[src/rtl/tz_pkg.sv]
// Shared types for the trailing-zero token encoder/decoder pair.
package tz_pkg;

  function automatic int cnt_w(input int width);
    return $clog2(width + 1);
  endfunction

  localparam int TZ_DATA_WIDTH = 8;
  localparam int TZ_CNT_W      = cnt_w(TZ_DATA_WIDTH);

  typedef enum logic [0:0] {
    ACCUM = 1'b0
  } tz_state_e;

  typedef struct packed {
    logic [TZ_CNT_W-1:0] count;
    logic                last;
  } tz_tok_t;

endpackage

[src/rtl/tz_pos_decode.sv]
// Bit position -> one-hot mask; flags the legal end marker (pos == DATA_WIDTH) and overruns beyond it.
// Purely combinational, no latency, no flow control.
module tz_pos_decode
  import tz_pkg::*;
#(
  parameter int DATA_WIDTH = 8,
  parameter int CNT_W      = cnt_w(DATA_WIDTH)
) (
  input  logic [CNT_W:0]      pos,
  output logic [DATA_WIDTH-1:0] mask,
  output logic                overrun,
  output logic                at_end
);

  localparam logic [CNT_W:0] POS_END = (CNT_W+1)'(DATA_WIDTH);

  always_comb begin
    mask    = '0;
    overrun = (pos > POS_END);
    at_end  = (pos == POS_END);
    for (int i = 0; i < DATA_WIDTH; i++) begin
      mask[i] = (pos == (CNT_W+1)'(i));
    end
  end

endmodule

[src/rtl/tz_word_builder.sv]
// Rebuilds a word from zero-run tokens (skip k zeros, then a 1); word is valid one cycle after its last token.
// One-entry output register: tokens stall only while a word is held and out_ready is low.
module tz_word_builder
  import tz_pkg::*;
#(
  parameter int DATA_WIDTH = 8,
  parameter int CNT_W      = cnt_w(DATA_WIDTH)
) (
  input  logic                  clk,
  input  logic                  rst_n,
  input  logic                  tok_valid,
  output logic                  tok_ready,
  input  logic [CNT_W-1:0]      tok_count,
  input  logic                  tok_last,
  output logic                  out_valid,
  input  logic                  out_ready,
  output logic [DATA_WIDTH-1:0] out_data,
  output logic                  out_err
);

  localparam logic [CNT_W-1:0] PTR_END = CNT_W'(DATA_WIDTH);

  tz_state_e             state;
  logic [CNT_W-1:0]      ptr;
  logic [DATA_WIDTH-1:0] accum;
  logic                  err_acc;

  logic [CNT_W:0]        pos;
  logic [DATA_WIDTH-1:0] mask;
  logic                  overrun;
  logic                  at_end;
  logic                  accept;

  // One extra bit so ptr + count can never wrap back into the word.
  assign pos       = {1'b0, ptr} + {1'b0, tok_count};
  assign tok_ready = !out_valid || out_ready;
  assign accept    = tok_valid && tok_ready;

  tz_pos_decode #(
    .DATA_WIDTH (DATA_WIDTH),
    .CNT_W      (CNT_W)
  ) u_pos_decode (
    .pos     (pos),
    .mask    (mask),
    .overrun (overrun),
    .at_end  (at_end)
  );

  always_ff @(posedge clk or negedge rst_n) begin
    if (!rst_n) begin
      state     <= ACCUM;
      ptr       <= '0;
      accum     <= '0;
      err_acc   <= 1'b0;
      out_valid <= 1'b0;
      out_data  <= '0;
      out_err   <= 1'b0;
    end else begin
      case (state)
        ACCUM: begin
          if (out_valid && out_ready) begin
            out_valid <= 1'b0;
          end
          // A last token overrides the retire above, so back-to-back words keep out_valid high.
          if (accept) begin
            if (tok_last) begin
              out_data  <= accum | mask;
              out_err   <= err_acc | overrun;
              out_valid <= 1'b1;
              accum     <= '0;
              ptr       <= '0;
              err_acc   <= 1'b0;
            end else begin
              accum   <= accum | mask;
              err_acc <= err_acc | overrun;
              ptr     <= (overrun || at_end) ? PTR_END : pos[CNT_W-1:0] + CNT_W'(1);
            end
          end
        end
        default: state <= ACCUM;
      endcase
    end
  end

endmodule

[config.mk]
export PLATFORM = sky130hd
export DESIGN_NAME = tz_word_builder
export DESIGN_NICKNAME = d
export VERILOG_FILES = /design/src/rtl/tz_pkg.sv /design/src/rtl/tz_pos_decode.sv /design/src/rtl/tz_word_builder.sv
export SDC_FILE = /design/constraint.sdc
export NUM_CORES = 1
export LEC_CHECK = 0
export CORE_MARGIN = 5
export CORE_UTILIZATION = 30
export CTS_CLUSTER_DIAMETER = 30
export DETAILED_ROUTE_END_ITERATION = 8
export MAX_ROUTING_LAYER = met4
export PLACE_DENSITY = 0.57
export SLEW_MARGIN = 5
export SYNTH_ARGS = -nofsm -noshare
export SYNTH_HDL_FRONTEND = slang
export SYNTH_SLANG_ARGS = --single-unit
[constraint.sdc]
create_clock -name clk -period 6.35 [get_ports clk]
set_input_delay 1.27 -clock clk [delete_from_list [all_inputs] [get_ports clk]]
set_output_delay 1.27 -clock clk [all_outputs]
set_load 0.03 [all_outputs]
* Yosys cells after proc, flatten, opt, wreduce, memory -nomap -nowiden
Index checks and enable logic that the tools add are counted.
** Operators by class
- Bitwise operators :: 2
- $add $sub $neg :: 2
- Muxes and demuxes :: 7
- Equal/unequal tests :: 8
- Reductions and logical operators :: 7
- $lt $le $gt $ge :: 1
** Operator list (number)
- 5-bit by 3-bit equality test with 1-bit output (second input constant) :: 4
- 5-bit by 2-bit equality test with 1-bit output (second input constant) :: 2
- 4-bit 2-to-1 mux :: 2
- 8-bit 2-to-1 mux :: 1
- 8-bit OR :: 1
- 4-bit by 4-bit adder with 5-bit output :: 1
- 5-bit by 1-bit equality test with 1-bit output (second input constant) :: 1
- 5-bit by 4-bit equality test with 1-bit output (second input constant) :: 1
- 5-bit by 4-bit greater-than comparator with 1-bit output (second input constant) :: 1
- 5-bit logical NOT :: 1
- 4-bit by 1-bit adder with 4-bit output (second input constant) :: 1
- 1-bit 2-to-1 mux :: 4
- 1-bit logical AND :: 2
- 1-bit logical OR :: 2
- 2-bit AND reduction :: 1
- 1-bit logical NOT :: 1
- 1-bit OR :: 1
** Storage, ports and cells
- Output and inout bits :: 11
- Bits in registers :: 23
- Input bits :: 9
- Word-level logic and storage cells :: 33

* Depth between registers and ports, before layout
- Word-level depth :: 5
- Depth in mapped cells :: 8
- Mapped depth without buffers :: 8

* Hierarchy
From an unflattened synthesis, not the netlist that was laid out.
** Unflattened totals
- Cells, all modules :: 132
- Area, all modules :: 1196.1 um^2
** By module, submodules not included
- tz_word_builder :: seq. area each 575.6 um^2, instances 1, cells an instance 114, area an instance 1088.5 um^2
- tz_pos_decode :: seq. area each 0.0 um^2, instances 1, cells an instance 18, area an instance 107.6 um^2

* Worst setup path before layout
OpenSTA, ideal clock, no wires.
- Path kind :: input to register
- Start point :: in tok_count[0]
- End point :: reg out_err
- Data required time :: 6.225 ns
- Setup time :: 0.125 ns
- Setup slack :: 3.435 ns
- Stages on the path :: 8
- Path buffers :: 0
- Data arrival time :: 2.790 ns
- Path through :: ha_1 fa_1 inv_1 ha_1 inv_1 o22ai_1 o21ai_1 mux2_2
** Between the ends
- Word-level cells in the longest chain between the ends :: 3
** RTL lines
- start, declared :: RTL line tz_word_builder.sv:13 : input logic [CNT_W-1:0] tok_count,
- 4-bit by 4-bit adder with 5-bit output :: RTL line tz_word_builder.sv:35 : assign pos = {1'b0, ptr} + {1'b0, tok_count};
- 5-bit by 4-bit greater-than comparator with 1-bit output :: RTL line tz_pos_decode.sv:19 : overrun = (pos > POS_END);
- 1-bit OR :: RTL line tz_word_builder.sv:68 : out_err <= err_acc | overrun;
- end signal, assigned :: RTL line tz_word_builder.sv:68
- end, declared :: RTL line tz_word_builder.sv:18 : output logic out_err
No other way between the ends.
A chain may end at the register's enable or synchronous reset.

* Final worst setup path
- Start point :: in out_ready
- End point :: out tok_ready
** Between the ends
- Word-level cells in the longest chain between the ends :: 1
** RTL lines
- start, declared :: RTL line tz_word_builder.sv:16 : input logic out_ready,
- 1-bit logical OR :: RTL line tz_word_builder.sv:36 : assign tok_ready = !out_valid || out_ready;
- end, declared :: RTL line tz_word_builder.sv:12 : output logic tok_ready,
No other way between the ends.

==> metrics.md <==
| Metric | Value |
|---|---|
| Status | complete, no violations |
| Clk_lat worst skew | 0.26 ns |
| Final Cycle Share | 0.615 |
| Mapped Area | 0.00128 mm2 |
| Slowest cell on crit path | clkdlybuf4s50_1 |
| Synth Flop Type | dfrtp_1 |
| Sequential power share | 0.365 |
| Wl on met1 | 1260 um |
| Crit path cell chain | clkdlybuf4s50_1, nand2b_1, clkdlybuf4s50_1 |
| Share of layout cells above drive strength 1 | 0.101 |
| Reg2Reg Depth | 8 |
| Gpl congestion | 0.812 |
| Max-slew violation count | 0 |
| Fmax | 256 MHz |
| Distinct cells, synth | 37 |
| Setup TNS | 0 ns |
| DIE AREA | 0.00567 mm2 |
| Crit path arrival time | 2.63 ns |
| Pleak | 0.713 nW |
| Worst Setup End Kind | primary output |
| P&R area growth vs syn | 20.7% |
| Psw | 0.000226 W |
| Pint | 0.000340 W |
| R2R Path End | out_err |
| Yosys warning count | 0 |
| Crit path max fanout | 6 |
| Worst-case clock buffer depth | 2 |
| Initial Utilization | 0.315 |
| Max-slew headroom | 0.314 |
| Switching Fraction | 0.399 |
| Clock buffer count from CTS | 3 |
| CP startpoint kind | input port |
| Commonest non-fill, non-tap cell in the layout | dfrtp_1 |
| Worst Skew | 0.00371 ns |
| CTS H-tree depth | 1 |
| Setup crit end | tok_ready |
| Routed length on met3 | 64 um |
| WL/cell | 15.3 um |
| Global-route wire length before repair | 4630 um |
| Power share of the clock group | 0.162 |
| Ant. Diodes | 0 |
| CTS hold repair buffers | 0 |
| Vias after detailed routing | 932 |
| Met2 wire len | 1350 um |
| Final setup viols | 0 |
| CTS tree | built |
| Vias in the first global route | 967 |
| Ys async rst share | 1.00 |
| Vias/cell | 5.21 |
| Initial drt markers | 73 |
| CP Data Required Time | 5.08 ns |
| Core box area | 0.00406 mm2 |
| WL final | 2740 um |
| GR Util All Layers | 0.110 |
| RSZ-0062 raised after global routing | no |
| Post-synthesis sequential area ratio | 0.450 |
| DRT antenna net count | 0 |
| Rows | 23 |
| Num Clock Sinks | 23 |
| Pwr Density | 366 mW/mm2 |
| # resized after CTS | 0 |
| Worst hold path class | flip-flop to flip-flop |
| Die Y | 75.3 um |
| Die X | 75.3 um |
| Global route overflow | 0 |
| Largest net degree at the start of global routing | 24 |
| Highest metal layer with signal wires | met4 |
| Worst-Margin Slew | 1.03 ns |
| CP Class | input port to primary output |
| Ports | 20 |
| Postcts setup bufs | 0 |
| Number of synthesized flops with an enable pin | 0 |
| Post-synthesis cell count | 112 |
| Max incr delay on CP | 0.71 ns |
| Hold Fails Final Rpt | 0 |
| Final net count | 148 |
| Antenna violations before repair | 0 |
| Most common cell on crit path | clkdlybuf4s50_1 |
| Syn nets | 130 |
| Clk slew on worst S/H paths | 0.08 ns |
| Peak supply drop | 118 uV |
| Fin crit period | 3.90 ns |
| Finished Core Util | 0.381 |
| Number of remaining DRC errors | 0 |
| Syn avg cell area | 11.4 um2 |
| Root Buffer | clkbuf_8 |
| Worst setup path start | out_ready |
| Hpwl dp | 2090 um |
| Worst reg2reg setup slack | 4.18 ns |
| Max Cap Violations | 0 |
| Most frequent cells in the layout | dfrtp_1, clkdlybuf4s50_1, o21ai_0 |
| Register bit total from synthesis | 23 |
| FF-to-FF Start | ptr[0] |
| Port bufs | 19 |
| First drt pass iteration count | 4 |
| Comb power frac | 0.474 |
==> routing by layer <==
layer | GRT usage | vias to the layer above
li1 | - | 455
met1 | 0.142 | 456
met2 | 0.174 | 15
met3 | 0.00792 | 6
met4 | 0.0524 | 0
met5 | - | -
==> synthesized netlist by cell type, types with 3 or more instances <==
master / number / share of area
nand2_1: 9 / 0.026
inv_1: 3 / 0.0088
nand3_1: 4 / 0.016
o21ai_0: 10 / 0.039
mux2i_1: 8 / 0.063
a211oi_1: 3 / 0.018
buf_2: 3 / 0.012
ha_1: 8 / 0.078
dfrtp_1: 23 / 0.45
o41ai_1: 3 / 0.021
a32o_1: 7 / 0.055
==> per-stage QoR <==
step	hold slack [ns]	area [um2]	worst slack (ns)	cells	total power [W]
global placement	0.464	1500	2.47	175	0.000474
floorplan	0.447	1280	3.43	112	0.000389
detailed placement	0.480	1500	2.45	175	0.000480
global route	0.524	1550	2.40	179	0.000601
finish	0.493	1550	2.45	179	0.000565
CTS	0.501	1550	2.44	179	0.000574
==> critical path, delay by kind of cell <==
family,cells,cell delay [ns]
and+or+nand+nor,1,0.20
buffers and inverters,2,1.15
==> power groups by stage <==
stage | Clock, W | Combinational, W | Sequential (W)
floorplan | 0 | 0.000143 | 0.000246
global placement | 0 | 0.000265 | 0.000208
detailed placement | 0 | 0.000271 | 0.000210
CTS | 0.0000955 | 0.000271 | 0.000207
global route | 0.0000981 | 0.000290 | 0.000213
finish | 0.0000914 | 0.000268 | 0.000206
==> worst min-delay path by stage <==
stage | startpoint | cells past startpoint | slack, ns | to
global route | accum[7] | 1 | 0.52 | accum[7]
CTS | ptr[0] | 2 | 0.50 | ptr[0]
global placement | ptr[0] | 2 | 0.46 | ptr[0]
floorplan | ptr[0] | 2 | 0.45 | ptr[0]
finish | ptr[0] | 2 | 0.49 | ptr[0]
detailed placement | ptr[0] | 2 | 0.48 | ptr[0]
==> flip-flops by register name, indices dropped and copies added (netlist names) <==
name       count
out_err        1
out_data       8
out_valid      1
accum          8
ptr            4
err_acc        1
==> layout make-up <==
cell class	count	area [um2]
clock buffers	3	41.3
flip-flops and latches	23	576
multi-input cells	80	659
inverters	3	11.3
repair buffers	19	190
well taps	50	62.6
clock inverters	1	5.00
fillers	391	2510
==> cell families after synthesis <==
kind of cell             after synthesis  share of synthesized area
multiplexers                          11                     0.0938
XOR/XNOR                               3                     0.0264
adder cells (fa/ha/maj)                9                     0.0938
buffers and inverters                  9                     0.0352
flip-flops                            23                      0.450
AO/OA/AOI/OAI                         32                      0.188
AND/OR/NAND/NOR                       25                      0.113
Power figures use the tool's default switching activity.
